File: config.mk
export PLATFORM = sky130hd
export DESIGN_NAME = cpu_cmd_sequencer_flat
export DESIGN_NICKNAME = d
export VERILOG_FILES = /design/src/rtl/cpu_cmd_sequencer_if.sv /design/src/rtl/cpu_cmd_sequencer.sv /design/src/flat_wrapper.sv
export SDC_FILE = /design/constraint.sdc
export NUM_CORES = 1
export LEC_CHECK = 0
export ABC_AREA = 1
export CAP_MARGIN = 30
export CORE_MARGIN = 3
export CORE_UTILIZATION = 55
export CTS_BUF_LIST = sky130_fd_sc_hd__clkbuf_4 sky130_fd_sc_hd__clkbuf_8
export DETAILED_ROUTE_END_ITERATION = 16
export PLACE_DENSITY = 0.78
export SYNTH_ARGS = -nofsm -noshare
export SYNTH_HDL_FRONTEND = slang
export SYNTH_SLANG_ARGS = --single-unit
File: constraint.sdc
create_clock -name clk -period 2.9 [get_ports clk]
set_input_delay 0.58 -clock clk [delete_from_list [all_inputs] [get_ports clk]]
set_output_delay 0.58 -clock clk [all_outputs]
set_load 0.05 [all_outputs]
File: src/rtl/cpu_cmd_sequencer_if.sv
// cpu_cmd_sequencer_if: valid/ready command channel into cpu_cmd_sequencer.
interface cpu_cmd_sequencer_if;
   logic       cmd_valid;
   logic       cmd_ready;
   logic       cmd_mul;
   logic [8:0] cmd_a;
   logic [8:0] cmd_b;
   logic [8:0] cmd_lo;
   logic [8:0] cmd_hi;
   modport master (output cmd_valid, cmd_mul, cmd_a, cmd_b, cmd_lo, cmd_hi, input cmd_ready);
   modport slave (input cmd_valid, cmd_mul, cmd_a, cmd_b, cmd_lo, cmd_hi, output cmd_ready);
endinterface

File: src/rtl/cpu_cmd_sequencer.sv
// cpu_cmd_sequencer: queues add/mult macro-commands and expands each into the five-step CPU op sequence.
// SEQ_HAZARD_CHK_EN: drop commands whose lo and hi addresses collide and pulse err instead.
module cpu_cmd_sequencer #(
   parameter int FIFO_DEPTH = 4,
   parameter int ADD_CYCLES = 1,
   parameter int MUL_CYCLES = 1
) (
   input  logic                clk,
   input  logic                rst,
   cpu_cmd_sequencer_if.slave  cmd,
   output logic [2:0]          cpu_op,
   output logic [8:0]          cpu_ram_addr,
   output logic [1:0]          cpu_reg_sel,
   output logic                busy,
   output logic                done,
   output logic                err
);
   localparam int AW = $clog2(FIFO_DEPTH);
   localparam int XMAX = ADD_CYCLES > MUL_CYCLES ? ADD_CYCLES : MUL_CYCLES;
   localparam int CW = $clog2(XMAX) + 1;
   typedef struct packed {
      logic       mul;
      logic [8:0] a;
      logic [8:0] b;
      logic [8:0] lo;
      logic [8:0] hi;
   } cmd_t;
   typedef enum logic [2:0] {IDLE, LD_A, LD_B, EXEC, ST_LO, ST_HI} state_t;
   cmd_t          mem [FIFO_DEPTH];
   logic [AW-1:0] wr_ptr;
   logic [AW-1:0] rd_ptr;
   logic [AW:0]   count;
   state_t        state;
   cmd_t          cur;
   logic [CW-1:0] cnt;
   logic          empty;
   logic          accept;
   logic          hazard;
   logic          push;
   logic          pop;
   assign empty = count == '0;
   assign cmd.cmd_ready = count != (AW+1)'(FIFO_DEPTH);
   assign accept = cmd.cmd_valid && cmd.cmd_ready;
`ifdef SEQ_HAZARD_CHK_EN
   assign hazard = cmd.cmd_lo == cmd.cmd_hi;
`else
   assign hazard = 1'b0;
`endif
   assign push = accept && !hazard;
   assign pop = (state == IDLE || state == ST_HI) && !empty;
   assign busy = state != IDLE || !empty;
   always_ff @(posedge clk)
      if (push) mem[wr_ptr] <= {cmd.cmd_mul, cmd.cmd_a, cmd.cmd_b, cmd.cmd_lo, cmd.cmd_hi};
   always_ff @(posedge clk or posedge rst)
      if (rst) begin
         wr_ptr <= '0;
         rd_ptr <= '0;
         count <= '0;
      end else begin
         if (push) wr_ptr <= wr_ptr + AW'(1);
         if (pop) rd_ptr <= rd_ptr + AW'(1);
         count <= count + (AW+1)'(push) - (AW+1)'(pop);
      end
   // ST_HI pops directly into LD_A so a fed queue runs without an idle bubble
   always_ff @(posedge clk or posedge rst)
      if (rst) begin
         state <= IDLE;
         cur <= '0;
         cnt <= '0;
         done <= 1'b0;
         err <= 1'b0;
      end else begin
         done <= state == ST_HI;
         err <= accept && hazard;
         case (state)
            IDLE: if (!empty) begin
               cur <= mem[rd_ptr];
               state <= LD_A;
            end
            LD_A: state <= LD_B;
            LD_B: begin
               cnt <= cur.mul ? CW'(MUL_CYCLES - 1) : CW'(ADD_CYCLES - 1);
               state <= EXEC;
            end
            EXEC: if (cnt == '0) state <= ST_LO;
                  else cnt <= cnt - CW'(1);
            ST_LO: state <= ST_HI;
            ST_HI: if (!empty) begin
               cur <= mem[rd_ptr];
               state <= LD_A;
            end else state <= IDLE;
            default: state <= IDLE;
         endcase
      end
   always_comb begin
      cpu_op = 3'b100;
      cpu_ram_addr = '0;
      cpu_reg_sel = '0;
      case (state)
         LD_A: begin
            cpu_op = 3'b000;
            cpu_ram_addr = cur.a;
         end
         LD_B: begin
            cpu_op = 3'b000;
            cpu_ram_addr = cur.b;
            cpu_reg_sel = 2'd1;
         end
         EXEC: cpu_op = cur.mul ? 3'b011 : 3'b010;
         ST_LO: begin
            cpu_op = 3'b001;
            cpu_ram_addr = cur.lo;
            cpu_reg_sel = 2'd2;
         end
         ST_HI: begin
            cpu_op = 3'b001;
            cpu_ram_addr = cur.hi;
            cpu_reg_sel = 2'd3;
         end
         default: ;
      endcase
   end
endmodule

File: src/flat_wrapper.sv
// flat-port wrapper written by rule: the top's interface ports become plain ports
module cpu_cmd_sequencer_flat 
#(
   parameter int FIFO_DEPTH = 4,
   parameter int ADD_CYCLES = 1,
   parameter int MUL_CYCLES = 1
)
  (clk, rst, cpu_op, cpu_ram_addr, cpu_reg_sel, busy, done, err, cmd_cmd_valid, cmd_cmd_mul, cmd_cmd_a, cmd_cmd_b, cmd_cmd_lo, cmd_cmd_hi, cmd_cmd_ready);
  cpu_cmd_sequencer_if cmd_i ();
  input  logic clk;
  input  logic rst;
  output logic [2:0] cpu_op;
  output logic [8:0] cpu_ram_addr;
  output logic [1:0] cpu_reg_sel;
  output logic busy;
  output logic done;
  output logic err;
  input wire logic [$bits(cmd_i.cmd_valid)-1:0] cmd_cmd_valid;
  input wire logic [$bits(cmd_i.cmd_mul)-1:0] cmd_cmd_mul;
  input wire logic [$bits(cmd_i.cmd_a)-1:0] cmd_cmd_a;
  input wire logic [$bits(cmd_i.cmd_b)-1:0] cmd_cmd_b;
  input wire logic [$bits(cmd_i.cmd_lo)-1:0] cmd_cmd_lo;
  input wire logic [$bits(cmd_i.cmd_hi)-1:0] cmd_cmd_hi;
  output wire logic [$bits(cmd_i.cmd_ready)-1:0] cmd_cmd_ready;
  assign cmd_i.cmd_valid = cmd_cmd_valid;
  assign cmd_i.cmd_mul = cmd_cmd_mul;
  assign cmd_i.cmd_a = cmd_cmd_a;
  assign cmd_i.cmd_b = cmd_cmd_b;
  assign cmd_i.cmd_lo = cmd_cmd_lo;
  assign cmd_i.cmd_hi = cmd_cmd_hi;
  assign cmd_cmd_ready = cmd_i.cmd_ready;
  cpu_cmd_sequencer #(.FIFO_DEPTH(FIFO_DEPTH), .ADD_CYCLES(ADD_CYCLES), .MUL_CYCLES(MUL_CYCLES)) u_core (.clk(clk), .rst(rst), .cmd(cmd_i), .cpu_op(cpu_op), .cpu_ram_addr(cpu_ram_addr), .cpu_reg_sel(cpu_reg_sel), .busy(busy), .done(done), .err(err));
endmodule
# After elaboration in Yosys (flattened, before gate mapping)
# Memory sizes are Yosys's and may differ from the RTL's. A register that Yosys moved wholly into a read port is not among the register bits.
# Index checks and enable logic that the tools add are counted.
# Widths: inputs -> output; s select.
# classes
eq_ne	8
mux	12
n_addsub	5
reduce_logical	14
bitwise_logic	1
# ops
operator	n
$pmux 9 s4	1
$pmux 3 s6	1
$pmux 3 s3	1
$eq 3x2->1 const B	2
$eq 3x3->1 const B	2
$logic_not 3->1	2
$mux 3	2
$pmux 2 s3	1
$reduce_or 2->1	3
$mux 1	5
$add 2x1->2 const B	2
$ne 2x2->1 const B	2
$reduce_and 2->1	2
$add 3x1->3	1
$eq 3x1->1 const B	1
$ne 3x3->1 const B	1
$reduce_bool 3->1	1
$sub 3x1->3	1
$logic_and 1x1->1	2
$logic_or 1x1->1	2
$pmux 1 s2	1
$reduce_bool 2->1	1
$logic_not 1->1	1
$not 1->1	1
$sub 1x1->1 const B	1
# word_totals
mem_bits_rw	148
memories	1
register_bits	12
input_bits	40
output_inout_bits	18
# mem_list
memory	depth	word_bits	read_ports	rd_ports_with_merged_regs	write_ports	line_no	rtl
u_core.mem	4	37	1	1	1	cpu_cmd_sequencer.sv:29	cmd_t mem [FIFO_DEPTH];

# Logic depth before layout (Yosys ltp)
# Gate-level depths: netlist of run 1.
# depth
depth_word	4
depth_mapped	13

# Worst setup path before layout of run 1
# OpenSTA, ideal clock, no wires.
# synth_path
path_kind	flip-flop to flip-flop
from	register u_core.count[1]
to	memory u_core.mem[0][0] (netlist name), enable pin
arrival_time_ns	2.729
path_stages_with_launch	5
period_less_slack_ns	3.160
setup_ns	0.431
path_buffers	0
required_ns	2.469
path_slack_ns	-0.260
cell_sequence	dfrtp_1 inv_1 nand3_1 nand2_1 nor2_1
# synth_between
elab_chain_len	4
# synth_lines
element	line_no	rtl
from (decl)	cpu_cmd_sequencer.sv:32	logic [AW:0] count;
from (signal assigned)	cpu_cmd_sequencer.sv:62	count <= count + (AW+1)'(push) - (AW+1)'(pop);
$ne 3x3->1	cpu_cmd_sequencer.sv:42	assign cmd.cmd_ready = count != (AW+1)'(FIFO_DEPTH);
net cmd_cmd_ready	flat_wrapper.sv:24	output wire logic [$bits(cmd_i.cmd_ready)-1:0] cmd_cmd_ready;
$logic_and 1x1->1	cpu_cmd_sequencer.sv:43	assign accept = cmd.cmd_valid && cmd.cmd_ready;
$mux 1	cpu_cmd_sequencer.sv:53	if (push) mem[wr_ptr] <= {cmd.cmd_mul, cmd.cmd_a, cmd.cmd_b, cmd.cmd_lo, cmd.cmd_hi};
$mux 1 (implied by the code)	cpu_cmd_sequencer.sv:53	
to (decl)	cpu_cmd_sequencer.sv:29	
# The timed path passes the listed nets, and every way through them passes these cells.

# Final worst setup path of run 1
# layout_path
from	register u_core.state[1]
to	output cpu_ram_addr[0]
# layout_between
elab_chain_len	2
# layout_lines
element	line_no	rtl
from (decl)	cpu_cmd_sequencer.sv:33	state_t state;
from (signal assigned)	cpu_cmd_sequencer.sv:67	state <= IDLE;
from (signal assigned)	cpu_cmd_sequencer.sv:78	state <= LD_A;
from (signal assigned)	cpu_cmd_sequencer.sv:80	LD_A: state <= LD_B;
$eq 3x3->1, or another cell as far along	cpu_cmd_sequencer.sv:99	case (state)
$pmux 9 s4 *	cpu_cmd_sequencer.sv:99	
to (decl)	flat_wrapper.sv:13	output logic [8:0] cpu_ram_addr;
# Mark *: on every way between the ends. The rest lies on a longest branch, timed or not.

==> impl_metrics.csv, run 1 <==
group,metric,value,unit
layout,antenna_cells,0,
critical_path,cp_cell_sequence,"inv_2 > nand2_2 > nor2_2 > nand2_1 > nand2_1 > inv_1 > nand2_1 > clkdlybuf4s15_1",
synthesis,synth_nets,953,
routing,drc,0,
synthesis,synth_top_area_share,51.4,%
run,drv_cap,0,
clocking,root_buffer,"clkbuf_8",
routing,viasPerCell,4.84,
clocking,clkSlewWorstSetupHoldPaths,0.10,ns
synthesis,synth_area_per_cell,9.54,um2
placed_design,gp_congestion,0.898,
synthesis,syn-cell-area,0.00864,mm2
synthesis,yosysSeqAreaShare,65.3,%
critical_path,cpMostUsedCell,"nand2_1",
critical_path,r2r_cells,11,
clocking,cts_num_sinks,196,
sta,slew_viol_final,0,
global_route,antenna_found_initial,0,
layout,final_nets,1005,
synthesis,ys_top_cells_by_area,"edfxtp_1 (51%), nand2_1 (16%), dfrtp_1 (14%)",
sta,rsz0062_at_grt,"yes",
floorplanning,ios,58,
critical_path,crit-reg2reg-launch,"u_core.count[1]$_DFF_PP0_",
sta,skew,0.0120,ns
critical_path,cp-end-kind,"output port",
synthesis,synth_edf_count,148,
critical_path,reg2reg_slack,0.75,ns
critical_path,crit_slowest_cell,"clkdlybuf4s15_1",
floorplanning,die_width,131,um
clocking,htreeDepth,4,
placed_design,dp.cells,1150,
global_route,grt_usage,19.8,%
routing,avgRoutedWirePerCell,13.8,um
sta,period_share,95.0,%
layout,final_util,64.0,%
layout,instances_no_fill,1182,
routing,drt-total-wl,16.3,mm
routing,vias,5723,
synthesis,yosysWarnings,0,
clocking,cts_tree,"yes",
critical_path,slowest_delay,0.50,ns
synthesis,ys_async_sr_fraction,24.5,%
clocking,hold_buffers,0,
routing,drt-pass1-iter-count,5,
critical_path,crit_required,2.32,ns
synthesis,synth_commonest_cells,"nand2_1 (367), inv_1 (181), edfxtp_1 (148)",
sta,hold_violations,0,
placed_design,place_hpwl,10.1,mm
global_route,grt_start_max_net_pins,77,
floorplanning,core-area,0.0153,mm2
clocking,cts-buffers-inserted,17,
clocking,cts_max_path_buffers,2,
placed_design,io_buffers,56,
critical_path,regToRegEndpoint,"u_core.count[2]$_DFF_PP0_",
floorplanning,row_count,45,
sta,max_freq,363,MHz
sta,setup_violations,0,
global_route,first_global_vias,5506,
pwr,powerDensity,1030,mW/mm2
layout,drive_gt1_share,8.14,%
synthesis,synth_most_common_cell,"nand2_1",
critical_path,critical_path_class,"flip-flop to output port",
hold_path,min_path_type,"input port to asynchronous set/reset pin",
floorplanning,start_util,56.4,%
clocking,clk_latency,0.47,ns
floorplanning,die_h,131,um
synthesis,synthCells,906,
global_route,grt_pass1_wl,27.1,mm
status,outcome,"completed",
layout,area_delta_synth_final,13.4,%
sta,post-route-min-period,2.75,ns
synthesis,synth-seq-cells,196,
floorplanning,dieArea,0.0173,mm2
pwr,power,10.1,mW
pwr,p_leak,4.69,nW
synthesis,synth_cell_types,27,
sta,relSlewSlack,44.4,%
critical_path,critPathArrivalTime,2.17,ns
synthesis,yosys_most_used_dff,"edfxtp_1",
routing,drt.antenna.violating_nets,0,
critical_path,cp_max_fo,9,
synthesis,yosysTopAreaCell,"edfxtp_1",
critical_path,start_kind,"flip-flop",
sta,worst_pin_slew,0.834,ns
global_route,grt_overflow,0,
layout,fillCellCount,1231,
routing,initialDrtViolationCount,473,
pwr,ir_drop,952,uV
repair_timing:
action / in CTS / in global routing
buffers inserted: 0 / 0
setup endpoints to repair: 11 / 9
gates resized for setup: 11 / 13
worst max-delay path, delay by kind of cell, from the launching register on:
| family | cells | cell delay [ns] |
|---|---|---|
| buf+inv | 3 | 0.65 |
| simple gates | 5 | 0.64 |
| flops | 1 | 0.42 |
cell families (layout without fill, tap and decap cells):
logic type	after synthesis	count (layout)	synth area share, %
other	1	1	0.0434
adders and majority gates	7	7	1.10
AOI/OAI and AO/OA	3	3	0.174
xor gates and xnor gates	4	4	0.405
and+or+nand+nor	472	472	22.3
DFF	196	196	65.3
buffers and inverters	223	288	10.7
worst max-delay path by stage:
stage                     slack [ns]                         from  cells past startpoint                         end
after global placement          0.37  u_core.state[2]$_DFFE_PP0P_                      4                   cpu_op[0]
after CTS                       0.09  u_core.state[1]$_DFFE_PP0P_                      8             cpu_ram_addr[7]
after floorplan                -0.26    u_core.count[1]$_DFF_PP0_                      4  u_core.mem[0][0]$_DFFE_PP_
after detailed placement        0.32  u_core.state[1]$_DFFE_PP0P_                      8             cpu_ram_addr[7]
final                           0.15  u_core.state[1]$_DFFE_PP0P_                      8             cpu_ram_addr[0]
after global routing          -0.007  u_core.state[1]$_DFFE_PP0P_                      8             cpu_ram_addr[8]
power breakdown:
part / leakage, nW / internal [mW] / total (mW) / switching, mW
logic: 2.57 / 1.26 / 4.26 / 3.00
clock network: 0.184 / 0.712 / 1.67 / 0.954
registers: 1.93 / 3.84 / 4.18 / 0.337
flip-flops by register name (all words and copies together), names as in the netlist:
register,flops
u_core.count,3
u_core.cur,37
u_core.done,1
u_core.mem,148
u_core.rd_ptr,2
u_core.state,3
u_core.wr_ptr,2
metal layers:
metal	track usage (%)	up-vias	wire, um
met2	32.0	144	7950
met4	7.41	0	316
met3	4.75	27	830
met5	0	-	0
li1	-	2865	-
met1	26.4	2687	7220
cell type report:
cell class              count  area [um2]  area share (%)
clock buffers              19         249            2.54
inverters                 189         709            7.24
flip-flops and latches    196        5650            57.6
repair buffers             67         697            7.11
clock inverters            13         125            1.28
multi-input cells         487        2110            21.5
well taps                 211         264            2.69
placed cells by master, fill, tap and decap left out, drive strengths merged:
master / instances
a21oi: 1
buf: 12
bufinv: 1
clkbuf: 22
clkdlybuf4s15: 5
clkdlybuf4s50: 44
clkinv: 6
clkinvlp: 3
conb: 1
dfrtp: 48
dlygate4sd2: 3
edfxtp: 148
fa: 1
ha: 6
inv: 192
nand2: 380
nand3: 80
nand3b: 1
nor2: 8
nor3: 2
o21ai: 2
or2: 1
xnor2: 1
xor2: 3
stage by stage:
stage | cell area [um2] | setup WS, ns | setup TNS (ns) | hold WS [ns]
2_1_floorplan | 8640 | -0.260 | -38.48 | 0.449
3_3_place_gp | 9440 | 0.374 | 0 | 0.473
3_5_place_dp | 9440 | 0.317 | 0 | 0.469
4_1_cts | 9800 | 0.0934 | 0 | 0.449
5_1_grt | 9800 | -0.00703 | -0.00703 | 0.484
6_report | 9800 | 0.146 | 0 | 0.453
Note: power is estimated with default switching activity, not from simulation.
==> run 2, diff against run 1 <==
CORE_UTILIZATION = 25   (was 55)
PLACE_DENSITY = not set   (was 0.78)
==> run 2 against run 1 <==
Effect of this change: fmax fell by 0.23%; highest routed layer is now met5; clock skew rose by 0.0014 ns; cell area rose by 3.8%; count of clock-buffer cells in the layout fell by 2; first-iteration DRC count fell by 30%; clock power rose by 20%; hold slack got worse by 0.026 ns; largest power group unchanged; sequential power fell by 1%; die area rose by 110%; flip-flop and latch count did not move; global-route usage fell by 9.1 points; core utilization fell by 34 points.
==> impl_metrics.csv, run 2 (synthesized netlist as in run 1, its figures left out) <==
group,metric,value,unit
routing,vias,5604,
floorplanning,dieArea,0.0368,mm2
layout,final_common_cell,"nand2_1",
global_route,first_global_vias,5727,
routing,initialDrtViolationCount,330,
floorplanning,ios,58,
hold_path,min_path_type,"input port to asynchronous set/reset pin",
layout,regMostFlops,"u_core.mem",
layout,reg_top3,"u_core.mem (148), u_core.cur (37)",
routing,viasPerCell,3.93,
pwr,power,10.5,mW
global_route,grt_start_max_net_pins,77,
layout,layout_common_cells,"nand2_1 (367), inv_1 (179), edfxtp_1 (148), nand3_1 (79), dfrtp_1 (47)",
sta,rsz0062_at_grt,"no",
floorplanning,die_h,192,um
floorplanning,die_width,192,um
sta,setup_tns,0,ns
sta,period_share,95.2,%
global_route,grt_overflow,0,
sta,skew,0.0134,ns
pwr,powerDensity,1030,mW/mm2
routing,drt-pass1-iter-count,5,
clocking,cts-buffers-inserted,17,
critical_path,start_kind,"flip-flop",
clocking,cts_tree,"yes",
floorplanning,start_util,25.6,%
sta,setup_violations,0,
placed_design,io_buffers,56,
clocking,cts_max_path_buffers,2,
sta,worst_pin_slew,0.864,ns
run,drv_cap,0,
layout,drive_gt1_share,9.02,%
clocking,cts_num_sinks,196,
floorplanning,row_count,67,
routing,drt-total-wl,18.8,mm
sta,slew_viol_final,0,
clocking,htreeDepth,4,
critical_path,critical_path_class,"flip-flop to output port",
placed_design,gp_congestion,0.813,
sta,hold_violations,0,
global_route,grt_pass1_wl,30.4,mm
pwr,ir_drop,720,uV
layout,final_nets,1010,
routing,avgRoutedWirePerCell,13.2,um
placed_design,place_hpwl,12.2,mm
routing,drt.antenna.violating_nets,0,
layout,largest_reg_flops,148,
critical_path,cp-end-kind,"output port",
critical_path,critPathArrivalTime,2.18,ns
layout,area_delta_synth_final,17.8,%
critical_path,cp_max_fo,9,
clocking,clkSlewWorstSetupHoldPaths,0.11,ns
global_route,grt_usage,10.8,%
clocking,clk_latency,0.47,ns
global_route,antenna_found_initial,2,
clocking,root_buffer,"clkbuf_8",
sta,relSlewSlack,42.4,%
critical_path,crit_required,2.32,ns
floorplanning,core-area,0.0338,mm2
sta,max_freq,362,MHz
pwr,p_leak,4.76,nW
status,outcome,"completed",
sta,post-route-min-period,2.76,ns
clocking,cts_setup_buffers,0,
clocking,hold_buffers,0,
sta,timing.hold.ws,0.427,ns
routing,drc,0,
run 2: changes by cell type in the layout (fill, tap and decap cells not counted), moves of 3 or more:
cell	previous run	this run
clkdlybuf4s15_1	5	0
bufinv_16	1	4
inv_6	4	1
clkinv_8	0	3
buf_4	6	20
buf_12	6	2
run 2: final cells by class:
class                   instances  area [um2]
well taps                     448         561
multi-input cells             487        2110
fillers                      3441       23600
diodes                          1        2.50
inverters                     189         709
clock inverters                15         244
clock buffers                  17         234
flip-flops and latches        196        5650
repair buffers                 72         676
run 2: where the power goes:
group / switching (mW) / internal, mW / leakage [nW]
logic: 3.11 / 1.25 / 2.60
clock network: 1.03 / 0.982 / 0.231
registers: 0.300 / 3.84 / 1.93
total: 4.44 / 6.08 / 4.76
run 2: per-layer routing:
| metal | share of wire (%) | track usage (%) | vias up |
|---|---|---|---|
| li1 | - | - | 2874 |
| met1 | 46 | 13.6 | 2616 |
| met2 | 48 | 18.2 | 99 |
| met3 | 5.1 | 3.23 | 13 |
| met4 | 0.83 | 2.46 | 2 |
| met5 | 0.064 | 0 | - |
run 2: worst max-delay path, stage by stage, from the launching register on:
cell and delay (ns):
dfrtp_1 0.52, inv_2 0.08, nand3_1 0.15, o21ai_0 0.13, nor3_1 0.26, dlygate4sd2_1 0.58
run 2: timing repair:
| action | CTS | global route |
|---|---|---|
| resized for setup | 5 | 7 |
| endpoints found under the setup margin | 5 | 4 |
| cloned | 0 | 0 |
| endpoints found under the hold margin | 0 | 0 |
run 2: final timing paths:
check	from	cells past startpoint	to	slack [ns]
worst max register to register	u_core.count[2]$_DFF_PP0_	10	u_core.count[2]$_DFF_PP0_	0.76
worst min register to register	u_core.cur[1]$_DFFE_PP0P_	2	u_core.cur[1]$_DFFE_PP0P_	0.49
min in group clk	u_core.cur[1]$_DFFE_PP0P_	2	u_core.cur[1]$_DFFE_PP0P_	0.49
worst min-delay path	rst	2	u_core.state[1]$_DFFE_PP0P_	0.43
max in group asynchronous	rst	3	u_core.rd_ptr[0]$_DFFE_PP0P_	1.88
worst max-delay path	u_core.state[2]$_DFFE_PP0P_	5	cpu_op[2]	0.14
run 2: metrics by stage:
stage	instance area [um2]	worst slack (ns)	instances	utilization, %
floorplan	8640	-0.260	906	-
global placement	9710	0.343	1392	28.8
detailed placement	9710	0.296	1392	28.8
CTS	10200	0.0294	1424	30.1
global route	10200	0.0334	1424	30.1
finish	10200	0.139	1425	30.1
